### src/rtl/alu_pkg.sv
// alu_pkg: shared ALU opcode encoding, RV32I opcode/funct7 constants and decoded-entry type
package alu_pkg;

   localparam int XLEN = 32;

   typedef enum logic [3:0] {
      ALU_ADD    = 4'b0000,
      ALU_SUB    = 4'b0001,
      ALU_SLL    = 4'b0010,
      ALU_SRL    = 4'b0011,
      ALU_SRA    = 4'b0100,
      ALU_SLT    = 4'b0101,
      ALU_SLTU   = 4'b0110,
      ALU_XOR    = 4'b0111,
      ALU_OR     = 4'b1000,
      ALU_AND    = 4'b1001,
      ALU_PASS_B = 4'b1010
   } alu_op_e;

   localparam logic [6:0] OPC_OP     = 7'b0110011;
   localparam logic [6:0] OPC_OP_IMM = 7'b0010011;
   localparam logic [6:0] OPC_LUI    = 7'b0110111;
   localparam logic [6:0] F7_BASE    = 7'b0000000;
   localparam logic [6:0] F7_ALT     = 7'b0100000;

   typedef struct packed {
      alu_op_e         op;
      logic [XLEN-1:0] a;
      logic [XLEN-1:0] b;
      logic [4:0]      rd;
      logic            illegal;
   } alu_entry_t;

   // Base-encoding operation selected by funct3 (funct7/imm[11:5] all zero)
   function automatic alu_op_e f3_to_op(input logic [2:0] f3);
      case (f3)
         3'b000:  return ALU_ADD;
         3'b001:  return ALU_SLL;
         3'b010:  return ALU_SLT;
         3'b011:  return ALU_SLTU;
         3'b100:  return ALU_XOR;
         3'b101:  return ALU_SRL;
         3'b110:  return ALU_OR;
         default: return ALU_AND;
      endcase
   endfunction

endpackage

### src/rtl/alu_issue_stage_if.sv
// alu_issue_stage_if: upstream instruction handshake and downstream ALU-operand handshake
interface alu_issue_stage_if;
   logic                       in_valid;
   logic                       in_ready;
   logic [31:0]                instr;
   logic [alu_pkg::XLEN-1:0]   rs1_data;
   logic [alu_pkg::XLEN-1:0]   rs2_data;
   logic                       out_valid;
   logic                       out_ready;
   logic [3:0]                 alu_op;
   logic [alu_pkg::XLEN-1:0]   op_a;
   logic [alu_pkg::XLEN-1:0]   op_b;
   logic [4:0]                 rd;
   logic                       illegal;

   modport slave (
      input  in_valid, instr, rs1_data, rs2_data, out_ready,
      output in_ready, out_valid, alu_op, op_a, op_b, rd, illegal
   );

   modport master (
      output in_valid, instr, rs1_data, rs2_data, out_ready,
      input  in_ready, out_valid, alu_op, op_a, op_b, rd, illegal
   );
endinterface

### src/rtl/alu_op_decode.sv
// alu_op_decode: combinational RV32I OP/OP-IMM(/LUI when LUI_DECODE_EN is defined) to ALU opcode and operands
module alu_op_decode
   import alu_pkg::*;
(
   input  logic [31:0]     i_instr,
   input  logic [XLEN-1:0] i_rs1_data,
   input  logic [XLEN-1:0] i_rs2_data,
   output alu_op_e         o_alu_op,
   output logic [XLEN-1:0] o_op_a,
   output logic [XLEN-1:0] o_op_b,
   output logic [4:0]      o_rd,
   output logic            o_illegal
);

   logic [6:0]      w_opc;
   logic [2:0]      w_f3;
   logic [6:0]      w_f7;
   logic            w_shift;
   alu_op_e         w_op;
   logic [XLEN-1:0] w_a;
   logic [XLEN-1:0] w_b;
   logic            w_ill;

   assign w_opc   = i_instr[6:0];
   assign w_f3    = i_instr[14:12];
   assign w_f7    = i_instr[31:25];
   assign w_shift = (w_f3 == 3'b001) || (w_f3 == 3'b101);

   // Decode opcode/funct fields; anything not matched stays illegal
   always_comb begin
      w_op  = ALU_ADD;
      w_a   = '0;
      w_b   = '0;
      w_ill = 1'b1;
      case (w_opc)
         OPC_OP: begin
            w_ill = !(w_f7 == F7_BASE || (w_f7 == F7_ALT && (w_f3 == 3'b000 || w_f3 == 3'b101)));
            w_op  = (w_f7 == F7_ALT) ? ((w_f3 == 3'b000) ? ALU_SUB : ALU_SRA) : f3_to_op(w_f3);
            w_a   = i_rs1_data;
            w_b   = i_rs2_data;
         end
         OPC_OP_IMM: begin
            w_ill = (w_f3 == 3'b001 && w_f7 != F7_BASE) ||
                    (w_f3 == 3'b101 && w_f7 != F7_BASE && w_f7 != F7_ALT);
            w_op  = (w_f3 == 3'b101 && w_f7 == F7_ALT) ? ALU_SRA : f3_to_op(w_f3);
            w_a   = i_rs1_data;
            w_b   = w_shift ? {27'b0, i_instr[24:20]} : {{20{i_instr[31]}}, i_instr[31:20]};
         end
`ifdef LUI_DECODE_EN
         OPC_LUI: begin
            w_ill = 1'b0;
            w_op  = ALU_PASS_B;
            w_b   = {i_instr[31:12], 12'b0};
         end
`endif
         default: ;
      endcase
   end

   // Illegal entries carry a neutral payload so downstream never sees stray operands
   assign o_alu_op  = w_ill ? ALU_ADD : w_op;
   assign o_op_a    = w_ill ? '0 : w_a;
   assign o_op_b    = w_ill ? '0 : w_b;
   assign o_rd      = w_ill ? 5'd0 : i_instr[11:7];
   assign o_illegal = w_ill;

endmodule

### src/rtl/alu_issue_stage.sv
// alu_issue_stage: decode + two-entry skid buffer feeding the ALU (LUI decode gated by LUI_DECODE_EN)
module alu_issue_stage
   import alu_pkg::*;
(
   input  logic              clk,
   input  logic              rst_n,
   alu_issue_stage_if.slave  io_bus
);

   typedef enum logic [1:0] {S_EMPTY, S_ONE, S_FULL} state_e;

   state_e     r_state;
   state_e     w_next;
   logic       r_in_ready;
   logic       r_out_valid;
   alu_entry_t r_main;
   alu_entry_t r_skid;
   alu_entry_t w_dec;
   logic       w_accept;
   logic       w_drain;
   logic       w_load_main;
   logic       w_load_skid;
   logic       w_shift;

   alu_op_decode u_dec (
      .i_instr    (io_bus.instr),
      .i_rs1_data (io_bus.rs1_data),
      .i_rs2_data (io_bus.rs2_data),
      .o_alu_op   (w_dec.op),
      .o_op_a     (w_dec.a),
      .o_op_b     (w_dec.b),
      .o_rd       (w_dec.rd),
      .o_illegal  (w_dec.illegal)
   );

   assign w_accept = io_bus.in_valid && r_in_ready;
   assign w_drain  = r_out_valid && io_bus.out_ready;

   // Next buffer state and which register loads this cycle
   always_comb begin
      w_next      = r_state;
      w_load_main = 1'b0;
      w_load_skid = 1'b0;
      w_shift     = 1'b0;
      case (r_state)
         S_EMPTY: begin
            w_load_main = w_accept;
            w_next      = w_accept ? S_ONE : S_EMPTY;
         end
         S_ONE: begin
            w_load_main = w_accept && w_drain;
            w_load_skid = w_accept && !w_drain;
            w_next      = w_load_skid ? S_FULL : (w_drain && !w_accept) ? S_EMPTY : S_ONE;
         end
         S_FULL: begin
            w_shift = w_drain;
            w_next  = w_drain ? S_ONE : S_FULL;
         end
         default: w_next = S_EMPTY;
      endcase
   end

   // State register; handshake flags registered so in_ready never sees out_ready combinationally
   always_ff @(posedge clk or negedge rst_n) begin
      if (!rst_n) begin
         r_state     <= S_EMPTY;
         r_in_ready  <= 1'b1;
         r_out_valid <= 1'b0;
      end else begin
         r_state     <= w_next;
         r_in_ready  <= (w_next != S_FULL);
         r_out_valid <= (w_next != S_EMPTY);
      end
   end

   // Entry storage: main feeds the outputs, skid catches the entry accepted while main stalls
   always_ff @(posedge clk or negedge rst_n) begin
      if (!rst_n) begin
         r_main <= '0;
         r_skid <= '0;
      end else begin
         if (w_load_main)
            r_main <= w_dec;
         else if (w_shift)
            r_main <= r_skid;
         if (w_load_skid)
            r_skid <= w_dec;
      end
   end

   assign io_bus.in_ready  = r_in_ready;
   assign io_bus.out_valid = r_out_valid;
   assign io_bus.alu_op    = r_main.op;
   assign io_bus.op_a      = r_main.a;
   assign io_bus.op_b      = r_main.b;
   assign io_bus.rd        = r_main.rd;
   assign io_bus.illegal   = r_main.illegal;

endmodule

### src/flat_wrapper.sv
// flat-port wrapper written by rule: the top's interface ports become plain ports
module alu_issue_stage_flat import alu_pkg::*;
  (clk, rst_n, io_bus_in_valid, io_bus_instr, io_bus_rs1_data, io_bus_rs2_data, io_bus_out_ready, io_bus_in_ready, io_bus_out_valid, io_bus_alu_op, io_bus_op_a, io_bus_op_b, io_bus_rd, io_bus_illegal);
  alu_issue_stage_if io_bus_i ();
  input  logic clk;
  input  logic rst_n;
  input wire logic [$bits(io_bus_i.in_valid)-1:0] io_bus_in_valid;
  input wire logic [$bits(io_bus_i.instr)-1:0] io_bus_instr;
  input wire logic [$bits(io_bus_i.rs1_data)-1:0] io_bus_rs1_data;
  input wire logic [$bits(io_bus_i.rs2_data)-1:0] io_bus_rs2_data;
  input wire logic [$bits(io_bus_i.out_ready)-1:0] io_bus_out_ready;
  output wire logic [$bits(io_bus_i.in_ready)-1:0] io_bus_in_ready;
  output wire logic [$bits(io_bus_i.out_valid)-1:0] io_bus_out_valid;
  output wire logic [$bits(io_bus_i.alu_op)-1:0] io_bus_alu_op;
  output wire logic [$bits(io_bus_i.op_a)-1:0] io_bus_op_a;
  output wire logic [$bits(io_bus_i.op_b)-1:0] io_bus_op_b;
  output wire logic [$bits(io_bus_i.rd)-1:0] io_bus_rd;
  output wire logic [$bits(io_bus_i.illegal)-1:0] io_bus_illegal;
  assign io_bus_i.in_valid = io_bus_in_valid;
  assign io_bus_i.instr = io_bus_instr;
  assign io_bus_i.rs1_data = io_bus_rs1_data;
  assign io_bus_i.rs2_data = io_bus_rs2_data;
  assign io_bus_i.out_ready = io_bus_out_ready;
  assign io_bus_in_ready = io_bus_i.in_ready;
  assign io_bus_out_valid = io_bus_i.out_valid;
  assign io_bus_alu_op = io_bus_i.alu_op;
  assign io_bus_op_a = io_bus_i.op_a;
  assign io_bus_op_b = io_bus_i.op_b;
  assign io_bus_rd = io_bus_i.rd;
  assign io_bus_illegal = io_bus_i.illegal;
  alu_issue_stage u_core (.clk(clk), .rst_n(rst_n), .io_bus(io_bus_i));
endmodule
### config.mk
export PLATFORM = sky130hd
export DESIGN_NAME = alu_issue_stage_flat
export DESIGN_NICKNAME = d
export VERILOG_FILES = /design/src/rtl/alu_pkg.sv /design/src/rtl/alu_issue_stage_if.sv /design/src/rtl/alu_op_decode.sv /design/src/rtl/alu_issue_stage.sv /design/src/flat_wrapper.sv
export SDC_FILE = /design/constraint.sdc
export NUM_CORES = 1
export LEC_CHECK = 0
export ABC_AREA = 1
export ABC_CLOCK_PERIOD_IN_PS = 1800
export BUFFER_PORTS_ARGS = -buffer_cell sky130_fd_sc_hd__buf_2
export CELL_PAD_IN_SITES_DETAIL_PLACEMENT = 0
export CELL_PAD_IN_SITES_GLOBAL_PLACEMENT = 1
export CORE_UTILIZATION = 35
export DETAILED_ROUTE_END_ITERATION = 10
export GPL_TIMING_DRIVEN = 0
export PLACE_DENSITY = 0.74
export SETUP_SLACK_MARGIN = 0.4
export SLEW_MARGIN = 20
export SYNTH_ARGS = -nofsm -noshare
export SYNTH_HDL_FRONTEND = slang
export SYNTH_SLANG_ARGS = --single-unit
export TNS_END_PERCENT = 1
### constraint.sdc
create_clock -name clk -period 1.8 [get_ports clk]
set_input_delay 0.54 -clock clk [delete_from_list [all_inputs] [get_ports clk]]
set_output_delay 0.54 -clock clk [all_outputs]
set_load 0.005 [all_outputs]
==> summary.md <==
| Metric | Value |
|---|---|
| Status | `finished, violations left` |
| Failing checks | `hold timing` |
| Register area | `3800 sq um` |
| Initial Utilization | `0.359` |
| Mapped Avg Cell Area | `7.32 sq um` |
| CTS tree | `yes` |
| Pleak | `6.07 nW` |
| Slew Viols, Final | `0` |
| Largest family of logic cells by synthesized area | `simple AND/OR/NAND/NOR gates` |
| Die ar. | `22300 sq um` |
| TNS Setup | `0 ns` |
| Worst Path Max Fanout | `5` |
| Number of global-route vias before repair | `7193` |
| GRT overflow | `0` |
| Via/cell ratio | `4.75` |
| DRC viols | `0` |
| Hold Vio Cnt, Final | `1` |
| Launching point of the worst reg2reg path | `u_core.io_bus.in_ready` |
| Boundary pin count | `176` |
| Fillers | `2149` |
| ANT nets after route | `0` |
| Die Y | `149 um` |
| Pwr Total | `10.8 mW` |
| Warnings from Yosys | `0` |
| CP Launch Point | `u_core.io_bus.in_ready` |
| Largest net degree at the start of global routing | `59` |
| Setup-failing EPs final | `0` |
| Share of layout cells above drive strength 1 | `0.269` |
| H-tree lvl count | `4` |
| Sink Count | `152` |
| First-pass GRT wire length | `38.5 mm` |
| Worst-Margin Slew | `0.524 ns` |
| Relative slew slack | `0.651` |
| Pwr Density | `1040 nW/um^2` |
| Placed Area | `8880 sq um` |
| Commonest non-fill, non-tap cell in the layout | `nand2_1` |
| Post-synthesis compound-gate area fraction | `0.0304` |
| I/O Buffers | `170` |
| CP Capture Point | `u_core.io_bus.illegal` |
| Post-synth EDFFs | `0` |
| Syn Nets | `1141` |
| RSZ-0062 raised after global routing | `yes` |
| Synthesis-to-layout area growth | `36.3%` |
| Tmin final | `1.64 ns` |
| Distinct cells, synth | `24` |
| Sequential group share of total power | `0.345` |
| Fin Hold WS | `-0.00173 ns` |
| Post-synthesis async set-or-reset flop share | `1.00` |
| Worst reg2reg endpoint | `u_core.io_bus.illegal` |
| Drt pass-1 iters | `5` |
| Post-synthesis adder-cell area fraction | `0.00329` |
| Yosys reg bits | `152` |
| CP Data Arrival Time | `1.95 ns` |
| Clk_lat worst skew | `0.43 ns` |
| Worst VDD drop | `0.577 mV` |
| Psw | `3.52 mW` |
| Register area share after synthesis | `0.500` |
| Crit path required time | `2.11 ns` |
| Combinational group share of total power | `0.320` |
| TritonCTS Buffers | `17` |
| Reg clk slew, reported paths | `0.06 ns` |
| Layout Nets | `1361` |
| Primary FF master, synth | `dfrtp_1` |
| HPWL after DPL | `16.3 mm` |
| Sw Ratio | `0.325` |
| Critical path class | `register to register` |
| Gr usage total | `0.226` |
| Cell area after layout | `10400 sq um` |
| Max_cap viols | `0` |
| Netlist Area Pre-Place | `7600 sq um` |
| Clock Tree Root | `clkbuf_16` |
| HP Class | `primary input to asynchronous set/reset pin` |
| Row count | `53` |
| Via Count | `7355` |
| Achievable frequency | `609 MHz` |
| Initial antenna violation count | `3` |
| Most frequent cells in the layout | `nand2_1 (562), buf_2 (174), nand3_1 (151), dfrtp_1 (151), clkbuf_16 (29)` |
| Cell internal pwr | `7.30 mW` |
| Area of the multi-input gates | `3480 sq um` |
| Post-synthesis xor/xnor area fraction | `0` |
| Share of total power in the clock network | `0.334` |
| Mapped Cells | `1039` |
| Mux contribution to synthesized area | `0` |
| FF-to-FF path depth | `10` |
| 1st-iter DRT viols | `355` |
| Wirelength per Cell | `15.7 um` |
| Final Util | `0.490` |
| Final Skew | `0.00780 ns` |
| Worst R2R Setup Slack | `0.16 ns` |
| CTS max path bufs | `2` |
| Worst setup SP type | `register` |
| Placer Congestion | `0.812` |
| Drt total wl | `24.3 mm` |
| Area of the core | `21200 sq um` |
| Die W | `149 um` |
| Critical Path End Type | `register` |
| Final worst-path cycle share | `0.912` |
| Simple-gate area share of the yosys netlist | `0.403` |
[worst min-delay path by stage]
stage | startpoint | to | slack (ns)
after floorplan | rst_n | u_core.io_bus.alu_op[0] | 0.24
after global placement | u_core.r_skid[17] | u_core.r_skid[17] | 0.46
after detailed placement | rst_n | u_core.io_bus.op_a[22] | 0.46
after CTS | rst_n | u_core.io_bus.op_a[21] | 0.001
after global routing | rst_n | u_core.io_bus.op_a[19] | 0.01
final | rst_n | u_core.io_bus.op_a[21] | -0.002
[power groups by stage]
stage	Clock, mW	Sequential [mW]	Combinational [mW]
after detailed placement	0	3.79	2.28
final	3.62	3.73	3.47
after global routing	3.84	3.75	3.76
after floorplan	0	3.78	1.26
after global placement	0	3.79	2.27
after CTS	3.70	3.74	3.38
[area by class of cell]
| cell class | count | area share |
|---|---|---|
| well taps | 275 | 0.0332 |
| diodes | 2 | 0.000483 |
| inverters | 29 | 0.0115 |
| plain buffers | 67 | 0.0734 |
| repair buffers | 201 | 0.121 |
| clock inverters | 10 | 0.0113 |
| multi-input cells | 791 | 0.336 |
| clock buffers | 22 | 0.0458 |
| flip-flops and latches | 152 | 0.367 |
[routing by layer]
metal / track usage / vias to the layer above / routed length (um)
li1: - / 3723 / -
met1: 0.310 / 3430 / 11400
met2: 0.367 / 182 / 11300
met3: 0.0419 / 18 / 1240
met4: 0.0566 / 2 / 244
met5: 0 / - / 15
[cells by family (layout without fill, tap and decap cells)]
group | Yosys count | after routing
AND/OR/NAND/NOR | 750 | 750
flip-flops | 152 | 152
buffers and inverters | 96 | 329
AO/OA/AOI/OAI | 39 | 39
adder cells (fa/ha/maj) | 2 | 2
other | 0 | 2
[through the flow]
step,std cells,setup slack (ns)
finish,1549,0.159
detailed placement,1486,-0.496
floorplan,1039,0.0695
CTS,1537,0.151
global route,1547,0.0631
global placement,1484,-2.29
[worst max-delay path, cell delays in order, from the launching register on]
cell and delay [ns]:
dfstp_2 0.53, nand2_2 0.06, inv_4 0.08, ha_4 0.13, inv_2 0.04, o21ai_4 0.14
buf_6 0.13, clkbuf_16 0.16, nor2_4 0.03, a22oi_1 0.14, o21ai_1 0.08
[sequential cells by signal, summed over array words and instances (netlist names)]
signal and flops:
u_core.io_bus.in_ready 1, u_core.r_skid 74, u_core.io_bus.op_a 32, u_core.io_bus.out_valid 1, u_core.io_bus.rd 5, u_core.io_bus.alu_op 4, u_core.io_bus.op_b 32, u_core.io_bus.illegal 1
u_core.r_state 2
[cells in the mapped netlist, types with 2 or more instances]
| master | count | area (sq um) |
|---|---|---|
| nor2_4 | 5 | 56.3 |
| buf_1 | 8 | 30.0 |
| ha_1 | 2 | 25.0 |
| nand2_2 | 2 | 12.5 |
| clkbuf_1 | 37 | 139 |
| o21ai_0 | 6 | 30.0 |
| o31ai_1 | 6 | 45.0 |
| nand3_1 | 156 | 781 |
| inv_1 | 24 | 90.1 |
| buf_2 | 8 | 40.0 |
| nor2_1 | 13 | 48.8 |
| nand2_1 | 571 | 2140 |
| o21ai_1 | 5 | 25.0 |
| dfrtp_1 | 151 | 3780 |
| buf_6 | 13 | 146 |
| a21oi_1 | 16 | 80.1 |
| inv_2 | 4 | 15.0 |
| nor2_2 | 2 | 12.5 |
| a22o_1 | 5 | 43.8 |
[repair_timing]
action	CTS	global route
resized for setup	124	47
gates cloned	4	3
pin swaps	10	6
endpoints found under the setup margin	228	228
setup buffers	14	7
hold buffers	1	0
endpoints found under the hold margin	2	0
No activity file was read; power rests on OpenSTA's default activity.
